$ cat src/rtl/calc_keypad_ctrl.sv
// Calculator keypad front-end: debounced buttons drive a 4x4 keypad cursor and a three-state arithmetic FSM.
// Optional CALC_DIV_EN turns key (3,3) into a "/" operator with its divider.
module calc_keypad_ctrl #(
    parameter int DEBOUNCE_CYC = 1_000_000,
    parameter int CNT_W        = 20
) (
    input  logic        clk_in,
    input  logic        sys_rst_n,
    input  logic        key_up,
    input  logic        key_down,
    input  logic        key_left,
    input  logic        key_right,
    input  logic        key_ok,
    output logic [3:0]  cursor_x,
    output logic [3:0]  cursor_y,
    output logic [15:0] input_val,
    output logic [15:0] result,
    output logic [7:0]  op_char,
    output logic        calc_done
);

    localparam int NK = 5;
    localparam logic [7:0] OP_ADD = 8'h2B;
    localparam logic [7:0] OP_SUB = 8'h2D;
    localparam logic [7:0] OP_MUL = 8'h2A;
    localparam logic [7:0] OP_DIV = 8'h2F;

    typedef enum logic [1:0] {S_OPA, S_OPB, S_DONE} state_t;

    // Bit order doubles as priority order: ok, up, down, left, right.
    logic [NK-1:0] key_raw;
    logic [NK-1:0] key_evt;
    assign key_raw = {key_right, key_left, key_down, key_up, key_ok};

    genvar gi;
    generate
        for (gi = 0; gi < NK; gi++) begin : g_key
            logic             sync1_reg;
            logic             sync2_reg;
            logic             level_reg;
            logic             level_d_reg;
            logic [CNT_W-1:0] cnt_reg;

            always_ff @(posedge clk_in) begin
                if (!sys_rst_n) begin
                    sync1_reg   <= 1'b0;
                    sync2_reg   <= 1'b0;
                    level_reg   <= 1'b0;
                    level_d_reg <= 1'b0;
                    cnt_reg     <= '0;
                end else begin
                    sync1_reg   <= key_raw[gi];
                    sync2_reg   <= sync1_reg;
                    level_d_reg <= level_reg;
                    if (sync2_reg == level_reg) begin
                        cnt_reg <= '0;
                    end else if (cnt_reg == CNT_W'(DEBOUNCE_CYC - 1)) begin
                        level_reg <= ~level_reg;
                        cnt_reg   <= '0;
                    end else begin
                        cnt_reg <= cnt_reg + 1'b1;
                    end
                end
            end

            assign key_evt[gi] = level_reg & ~level_d_reg;
        end
    endgenerate

    state_t      state_reg;
    logic [1:0]  cur_x_reg;
    logic [1:0]  cur_y_reg;
    logic [15:0] input_val_reg;
    logic [15:0] result_reg;
    logic [15:0] operand_a_reg;
    logic [7:0]  op_char_reg;
    logic        calc_done_reg;

    logic        is_digit;
    logic        is_op;
    logic        is_eq;
    logic        is_clr;
    logic [3:0]  digit;
    logic [7:0]  op_code;

    always_comb begin
        is_digit = 1'b0;
        is_op    = 1'b0;
        is_eq    = 1'b0;
        is_clr   = 1'b0;
        digit    = 4'd0;
        op_code  = 8'h00;
        case ({cur_y_reg, cur_x_reg})
            4'd0:  begin is_digit = 1'b1; digit = 4'd1; end
            4'd1:  begin is_digit = 1'b1; digit = 4'd2; end
            4'd2:  begin is_digit = 1'b1; digit = 4'd3; end
            4'd3:  begin is_op = 1'b1; op_code = OP_ADD; end
            4'd4:  begin is_digit = 1'b1; digit = 4'd4; end
            4'd5:  begin is_digit = 1'b1; digit = 4'd5; end
            4'd6:  begin is_digit = 1'b1; digit = 4'd6; end
            4'd7:  begin is_op = 1'b1; op_code = OP_SUB; end
            4'd8:  begin is_digit = 1'b1; digit = 4'd7; end
            4'd9:  begin is_digit = 1'b1; digit = 4'd8; end
            4'd10: begin is_digit = 1'b1; digit = 4'd9; end
            4'd11: begin is_op = 1'b1; op_code = OP_MUL; end
            4'd12: is_clr = 1'b1;
            4'd13: begin is_digit = 1'b1; digit = 4'd0; end
            4'd14: is_eq = 1'b1;
`ifdef CALC_DIV_EN
            4'd15: begin is_op = 1'b1; op_code = OP_DIV; end
`endif
            default: ;
        endcase
    end

    // Arithmetic is evaluated at 32 bits so saturation can be detected before truncation.
    logic [31:0] a32;
    logic [31:0] b32;
    logic [31:0] sum32;
    logic [31:0] prod32;
    logic [15:0] calc_val;

    always_comb begin
        a32    = {16'd0, operand_a_reg};
        b32    = {16'd0, input_val_reg};
        sum32  = a32 + b32;
        prod32 = a32 * b32;
        case (op_char_reg)
            OP_ADD:  calc_val = (sum32 > 32'h0000_FFFF) ? 16'hFFFF : sum32[15:0];
            OP_SUB:  calc_val = (operand_a_reg < input_val_reg) ? 16'd0
                                                                : operand_a_reg - input_val_reg;
            OP_MUL:  calc_val = (prod32 > 32'h0000_FFFF) ? 16'hFFFF : prod32[15:0];
`ifdef CALC_DIV_EN
            OP_DIV:  calc_val = (input_val_reg == 16'd0) ? 16'hFFFF
                                                         : operand_a_reg / input_val_reg;
`endif
            default: calc_val = 16'd0;
        endcase
    end

    always_ff @(posedge clk_in) begin
        if (!sys_rst_n) begin
            state_reg     <= S_OPA;
            cur_x_reg     <= 2'd0;
            cur_y_reg     <= 2'd0;
            input_val_reg <= 16'd0;
            result_reg    <= 16'd0;
            operand_a_reg <= 16'd0;
            op_char_reg   <= 8'h00;
            calc_done_reg <= 1'b0;
        end else if (key_evt[0]) begin
            if (is_clr) begin
                state_reg     <= S_OPA;
                input_val_reg <= 16'd0;
                result_reg    <= 16'd0;
                operand_a_reg <= 16'd0;
                op_char_reg   <= 8'h00;
                calc_done_reg <= 1'b0;
            end else if (is_digit) begin
                if (state_reg == S_DONE) begin
                    result_reg    <= 16'd0;
                    op_char_reg   <= 8'h00;
                    calc_done_reg <= 1'b0;
                    input_val_reg <= {12'd0, digit};
                    state_reg     <= S_OPA;
                end else if (input_val_reg < 16'd100) begin
                    input_val_reg <= input_val_reg * 16'd10 + {12'd0, digit};
                end
            end else if (is_op) begin
                case (state_reg)
                    S_OPA: begin
                        operand_a_reg <= input_val_reg;
                        op_char_reg   <= op_code;
                        input_val_reg <= 16'd0;
                        state_reg     <= S_OPB;
                    end
                    S_OPB: op_char_reg <= op_code;
                    default: begin
                        operand_a_reg <= result_reg;
                        op_char_reg   <= op_code;
                        input_val_reg <= 16'd0;
                        calc_done_reg <= 1'b0;
                        state_reg     <= S_OPB;
                    end
                endcase
            end else if (is_eq && state_reg == S_OPB) begin
                result_reg    <= calc_val;
                calc_done_reg <= 1'b1;
                state_reg     <= S_DONE;
            end
        end else if (key_evt[1]) begin
            cur_y_reg <= cur_y_reg - 2'd1;
        end else if (key_evt[2]) begin
            cur_y_reg <= cur_y_reg + 2'd1;
        end else if (key_evt[3]) begin
            cur_x_reg <= cur_x_reg - 2'd1;
        end else if (key_evt[4]) begin
            cur_x_reg <= cur_x_reg + 2'd1;
        end
    end

    assign cursor_x  = {2'b00, cur_x_reg};
    assign cursor_y  = {2'b00, cur_y_reg};
    assign input_val = input_val_reg;
    assign result    = result_reg;
    assign op_char   = op_char_reg;
    assign calc_done = calc_done_reg;

endmodule

$ cat config.mk
export PLATFORM = sky130hd
export DESIGN_NAME = calc_keypad_ctrl
export DESIGN_NICKNAME = d
export VERILOG_FILES = /design/src/rtl/calc_keypad_ctrl.sv
export SDC_FILE = /design/constraint.sdc
export NUM_CORES = 1
export LEC_CHECK = 0
export ABC_AREA = 1
export BUFFER_PORTS_ARGS = -buffer_cell sky130_fd_sc_hd__buf_2
export CORE_UTILIZATION = 55
export CTS_CLUSTER_DIAMETER = 200
export DETAILED_ROUTE_END_ITERATION = 10
export PLACE_DENSITY = 0.78
export SETUP_SLACK_MARGIN = 0.4
export SLEW_MARGIN = 20
export SYNTH_ARGS = -nofsm -noshare
export SYNTH_HDL_FRONTEND = slang
export SYNTH_SLANG_ARGS = --single-unit
$ cat constraint.sdc
create_clock -name clk_in -period 17.4 [get_ports clk_in]
set_input_delay 3.48 -clock clk_in [delete_from_list [all_inputs] [get_ports clk_in]]
set_output_delay 3.48 -clock clk_in [all_outputs]
set_load 0.02 [all_outputs]
==> results of run 1 <==
## worst register-to-register path: stages, from the launching register on
cell and delay [ps]:
dfxtp_1 1060, ha_1 370, inv_1 80, fa_1 510
inv_1 60, fa_1 530, fa_1 440, fa_1 530
fa_1 550, inv_1 60, fa_1 550, inv_1 40
ha_1 370, nand2_1 120, nor2_1 270, nand2_1 140
nor2_1 110, nand2_1 80, nand4_1 80, nand2_1 70
nor2_2 130, nand2_1 90, nor2_4 230, nand2_2 210
o21ai_0 230, nand3_1 110, nand2_1 80, nand2_1 50
## stage by stage
| step | power, mW | setup slack [ps] | utilization, % | instances |
|---|---|---|---|---|
| finish | 0.801 | 10140 | 59.4 | 3396 |
| global route | 0.824 | 9850 | 59.3 | 3395 |
| CTS | 0.809 | 10210 | 59.3 | 3395 |
| detailed placement | 0.431 | 10210 | 57.7 | 3364 |
| global placement | 0.431 | 10400 | 57.7 | 3364 |
| floorplan | 0.430 | 11170 | - | 2929 |
## where the power goes
group / leakage, nW / total [mW] / internal [mW] / switching [mW]
registers: 1.44 / 0.412 / 0.411 / 0.000769
clock network: 0.282 / 0.378 / 0.214 / 0.165
logic: 9.84 / 0.0105 / 0.00227 / 0.00827
## worst max path at each step
| stage | startpoint | endpoint | cells past startpoint |
|---|---|---|---|
| CTS | input_val[8] | result[15] | 27 |
| detailed placement | input_val[8] | result[15] | 27 |
| floorplan | input_val[14] | result[14] | 30 |
| global route | input_val[8] | result[12] | 27 |
| finish | input_val[8] | result[15] | 27 |
| global placement | input_val[8] | result[9] | 27 |
## cell usage after synthesis (all sizes together)
master	instances
inv	685
o211ai	2
a21oi	153
a21o	1
buf	24
fa	198
nand4	35
o2111ai	1
o21bai	9
xor2	47
nand3b	5
ha	167
clkbuf	68
o21a	11
or2	9
a211oi	8
o221a	1
nor3	45
a22oi	2
o31ai	1
a21boi	1
nor2	237
a31oi	14
conb	1
o21ba	1
nand3	101
xnor2	11
o21ai	124
o211a	1
nand2	734
nor3b	22
o311ai	1
nor4	18
o221ai	1
dfxtp	179
and2	2
and3	1
clkinv	2
## placed cells by master (no fill, tap or decap), types with 48 or more instances in the layout
cell type,instances
a21oi_1,153
buf_2,48
dfxtp_1,179
fa_1,198
ha_1,167
inv_1,678
nand2_1,725
nand3_1,99
nor2_1,219
o21ai_0,109
## routing by layer
layer / share of wire, % / wire (µm) / GRT usage, % / vias up
met1: 42 / 22900 / 37.4 / 8543
li1: - / - / - / 8865
met5: 0 / 0 / 0 / -
met3: 7.3 / 4020 / 5.39 / 143
met2: 47 / 25900 / 53.0 / 698
met4: 3.5 / 1940 / 12.3 / 0
## final cells by class
class	instances	area, µm²
Fill cell	3359	14500
Multi-Input combinational cell	1971	13500
Sequential cell	179	3580
Inverter	687	2580
Tap cell	461	577
Clock buffer	18	439
Timing Repair Buffer	66	375
Clock inverter	13	135
Antenna cell	1	2.50
## kinds of logic after synthesis
group / Yosys count / share of synthesized area (%)
xor gates and xnor gates: 58 / 2.53
other: 1 / 0.0187
buffers and inverters: 779 / 14.9
DFF: 179 / 17.9
adders and majority gates: 365 / 30.2
AOI/OAI and AO/OA: 332 / 9.00
and+or+nand+nor: 1209 / 25.5
==> run metrics, run 1 <==
vias in the first global route=18100; Worst Hold End=g_key[0].sync2_reg; DR WL/cell=16.1 µm; worst slack on hold paths=406 ps; H-tree levels=4; most used cell along the critical path=nand2_1; initial antenna violation count=0; largest net degree at the start of global routing=43; initial DRC count=1315; layout net count=3294; routability cong.=0.989; core area=0.0357 mm²; setup violators final=0; number of gates resized after CTS=0; GR Overflow Total=0; CP Data Arrival Time=7600 ps; max reg flops=100; Final Max Tran Viols=0; syn_area_per_cell=6.87 µm²; status=finished, final reports clean; layout cell share with drive strength beyond 1=5.32%; Detail Route Antenna Nets=0; detailed-route vias per instance=5.37; Fin. Hold Viols=0; clk slew on worst S/H paths=70 ps; Setup Fix Bufs, Post-CTS=0; Placement Cell Area=0.0206 mm²; Cell Area, Synth=0.0201 mm²; final instance area=0.0212 mm²; clock buffer count from CTS=17; CP delay by family, top=adder cells; DIE HEIGHT=193 µm; Synth top area share=19.8%; reg2reg path depth=27; Area growth, synth to finish=5.70%; Crit. End Element=flip-flop; DP Wirelength=43.2 mm; Reg2Reg Launch Point=input_val[8]; Mapped Cells=2923; initial cell density of the core=56.2%; Least-Margin Pin Slew=1110 ps; period utilization=41.7%; floorplan row count=69; DRC violations left=0; total track usage=30.5%; Setup crit start kind=flip-flop; CTS tree=yes; Yosys top cell by area=fa_1; Netlist cell types=53; clock skew=8.75 ps; pwr dens=37.7 mW/mm²; Hold WC Path Type=reg -> reg; Fin Setup TNS=0 ps; HP Start=g_key[0].sync1_reg; routed vias=18200; number of I/O pins=56; hold depth=2; maximum fanout along the worst path=22; critical path's largest stage delay=1060 ps; CTS Hold Bufs=0; min Tclk post-route=7260 ps; Critical Path RT=17740 ps; top post-synthesis cells by area=fa_1 20%, dfxtp_1 18%, nand2_1 14%; DR pass1 iterations=6; RSZ-0062 raised after global routing=false; reg-to-reg setup timing slack=10140 ps; Peak Freq=138 MHz; die area=0.0373 mm²; CP max-delay cell=dfxtp_1; Clock Tree Root=clkbuf_16; max_cap viols=0; maximum vdd drop=102 µV; first-pass GRT wire length=88.4 mm; IO buf count=48; sequential share of the synthesized area=17.9%; slew margin rel.=25.7%; register bit count reported by yosys=179; Worst-Skew Late Latency=440 ps; synth warn=0; Crit Path Category=reg -> reg; CP bufs+invs=4; Routed WL=54.7 mm; FF-to-FF End=result[15]; Max clock buf depth=2; Leak Pwr=11.6 nW; clock sink count=179; die width=193 µm
Power figures use the tool's default switching activity.
==> run 2: changes to the inputs <==
Settings changed: ABC_AREA 1 to 0, PLACE_DENSITY 0.78 to 0.81.
Clock period 17.4 ns to 6.05 ns, I/O delays scaled along.
==> run metrics, run 2 <==
setup violators final=16 (+16); floorplan row count=67 (-2.9%); H-tree levels=4 (unchanged); Synth top area share=20.8% (+1.0 points); commonest non-fill, non-tap cell in the layout=inv_1; Final Max Tran Viols=0 (unchanged); GR Overflow Total=0 (unchanged); Netlist cell types=72 (+36%); Clock Tree Root=clkbuf_16; launch point of the worst path=input_val[5]; HP Start=g_key[2].sync1_reg; pwr dens=103 mW/mm² (+170%); first-pass GRT wire length=89.6 mm (+1.3%); DR WL/cell=18.6 µm (+15%); Hold WC Path Type=reg -> reg; worst slack on hold paths=441 ps (+34.4 ps); initial antenna violation count=0 (unchanged); reg-to-reg setup timing slack=-900 ps (-11040 ps); slew margin rel.=28.6% (+2.9 points); most frequent cell after synthesis=inv_1; layout net count=2901 (-12%); Placement Cell Area=0.0215 mm² (+4.1%); number of I/O pins=56 (unchanged); setup ws final=-898 ps (-11040 ps); max_cap viols=0 (unchanged); asr flop ratio synth=0% (unchanged); DRC violations left=0 (unchanged); clock sink count=179 (unchanged); CP cell instances=buf_6 -> and2_4 -> fa_1 -> inv_2 -> fa_1 -> fa_2 -> fa_1 -> inv_2 -> fa_1 -> inv_1 -> fa_1 -> inv_2 -> ha_4 -> and3_4 -> a22o_1 -> a21o_1 -> o211a_1 -> or3_1 -> a2111o_1 -> or4_4 -> nor4_4 -> buf_4 -> buf_6 -> o21ai_1; fill count=2673 (-20%); min Tclk post-route=6950 ps (-311 ps); FF-to-FF End=result[2]; final instance area=0.0225 mm² (+5.9%); Least-Margin Pin Slew=1070 ps (-45.4 ps); period utilization=115% (+73 points); sequential share of the synthesized area=18.8% (+0.92 points); routability cong.=0.982 (-0.69%); status=complete, but fails checks; Fin Setup TNS=-13230 ps (-13230 ps); Critical Path RT=6360 ps (-11380 ps); Leak Pwr=10.5 nW (-8.8%); FF+latch area=0.00366 mm² (+2.1%); Yosys top cell by area=fa_1; IO buf count=48 (unchanged); core area=0.0339 mm² (-5.2%); Reg2Reg Launch Point=input_val[5]; CTS tree=yes; clk slew on worst S/H paths=80 ps (about the same); CP bufs+invs=7 (+3); die width=188 µm (-2.5%); most used cell along the critical path=fa_1; synth warn=0 (unchanged); largest net degree at the start of global routing=33 (-23%); maximum fanout along the worst path=5 (-77%); Peak Freq=144 MHz (+4.5%); Crit Path Category=reg -> reg; Setup crit start kind=flip-flop; Synth top cells by count=308 x inv_1, 222 x nand2_1, 208 x nor2_1; reg2reg path depth=24 (-11%); Worst-Skew Late Latency=440 ps (about the same); Detail Route Antenna Nets=0 (unchanged); CTS Hold Bufs=0 (unchanged); Antenna Diode Count=0 (-1); vias in the first global route=17700 (-1.8%); fin cells=2990 (-12%); Crit. End Element=flip-flop; initial DRC count=1230 (-6.5%); Max clock buf depth=2 (unchanged); failing checks=setup timing; Routed WL=55.6 mm (+1.6%); routed vias=17300 (-5.1%); max reg flops=100 (unchanged); Cell Area, Synth=0.0191 mm² (-4.9%); clock skew=10.7 ps (+1.94 ps); critical path's largest stage delay=530 ps (-530 ps); maximum vdd drop=160 µV (+56%); hold depth=1 (-1); top post-synthesis cells by area=fa_1 21%, dfxtp_1 19%, ha_1 11%; CP delay by family, top=adder cells; DP Wirelength=43.3 mm (+0.25%); placed cell count=2939 (-13%); layout cell share with drive strength beyond 1=17.2% (+12 points); most frequent cells in the layout=298 x inv_1, 238 x buf_4, 218 x nand2_1; Fin. Hold Viols=0 (unchanged); DP Worst Slack=-916 ps (-11130 ps); initial cell density of the core=56.3% (+0.20 points); CP Data Arrival Time=7260 ps (-340 ps); Post-synth EDFFs=0 (unchanged); clock buffer count from CTS=17 (unchanged); syn_area_per_cell=8.25 µm² (+20%); detailed-route vias per instance=5.79 (+7.8%); multi-input logic area=0.0143 mm² (+5.5%); total track usage=31.6% (+1.1 points); register bit count reported by yosys=179 (unchanged); Main synth FF type=dfxtp_1; Area growth, synth to finish=17.7%; Worst Hold End=g_key[2].sync2_reg; RSZ-0062 raised after global routing=true; Mapped Cells=2312 (-21%); DR pass1 iterations=6 (unchanged); DIE HEIGHT=188 µm (-2.5%); CP max-delay cell=fa_1; die area=0.0354 mm² (-4.9%)
run 2: worst max path at each step:
stage | to | cells after the start
2_1_floorplan | result[12] | 24
3_3_place_gp | result[2] | 23
3_5_place_dp | result[2] | 23
4_1_cts | result[2] | 24
5_1_grt | result[7] | 24
6_report | result[2] | 24
run 2: cell families (layout without fill, tap and decap cells):
logic type                 Yosys count  after routing  share of synthesized area (%)
and+or+nand+nor                    832            832                           21.3
muxes                               23             23                           1.21
adders and majority gates          365            365                           31.7
xor gates and xnor gates           142            142                           6.52
DFF                                179            179                           18.8
other                                1              7                         0.0197
AOI/OAI and AO/OA                  352            352                           12.1
buffers and inverters              418            642                           8.41
run 2: where the power goes:
group	total [mW]	internal [mW]	switching, mW
clock network	1.10	0.559	0.543
logic	0.0276	0.00545	0.0221
registers	1.18	1.17	0.00229
total	2.31	1.74	0.568
run 2: cell type report:
class | instances | share of cell area, %
multi-input combinational | 1721 | 63.5
clock inverter | 13 | 0.601
tap | 448 | 2.49
inverter | 308 | 5.15
clock buffer | 19 | 1.97
sequential | 179 | 16.3
timing repair buffer | 302 | 10.0
run 2: worst reg2reg max path, delay by kind of cell (launching register included):
kind	cells	cell delay [ps]
compound gates	5	1160
buf+inv	7	670
simple gates	5	1410
flops	1	400
fa+ha+maj	7	3220
run 2: metrics by stage:
step | util (%) | power, mW
finish | 66.3 | 2.31
global route | 66.3 | 2.37
CTS | 65.8 | 2.31
detailed placement | 63.4 | 1.23
global placement | 63.4 | 1.23
floorplan | - | 1.23
run 2: what timing repair did:
| action | CTS | global route |
|---|---|---|
| endpoints found under the setup margin | 16 | 16 |
| pin swaps | 21 | 37 |
| setup buffers | 10 | 8 |
| cloned | 1 | 0 |
| gates resized for setup | 37 | 47 |
run 2: routing by layer:
layer | track usage, % | vias up | wire, µm
li1 | - | 8034 | -
met1 | 39.6 | 8419 | 22100
met2 | 54.5 | 713 | 27100
met3 | 4.47 | 156 | 4000
met4 | 13.1 | 0 | 2340
met5 | 0 | - | 0
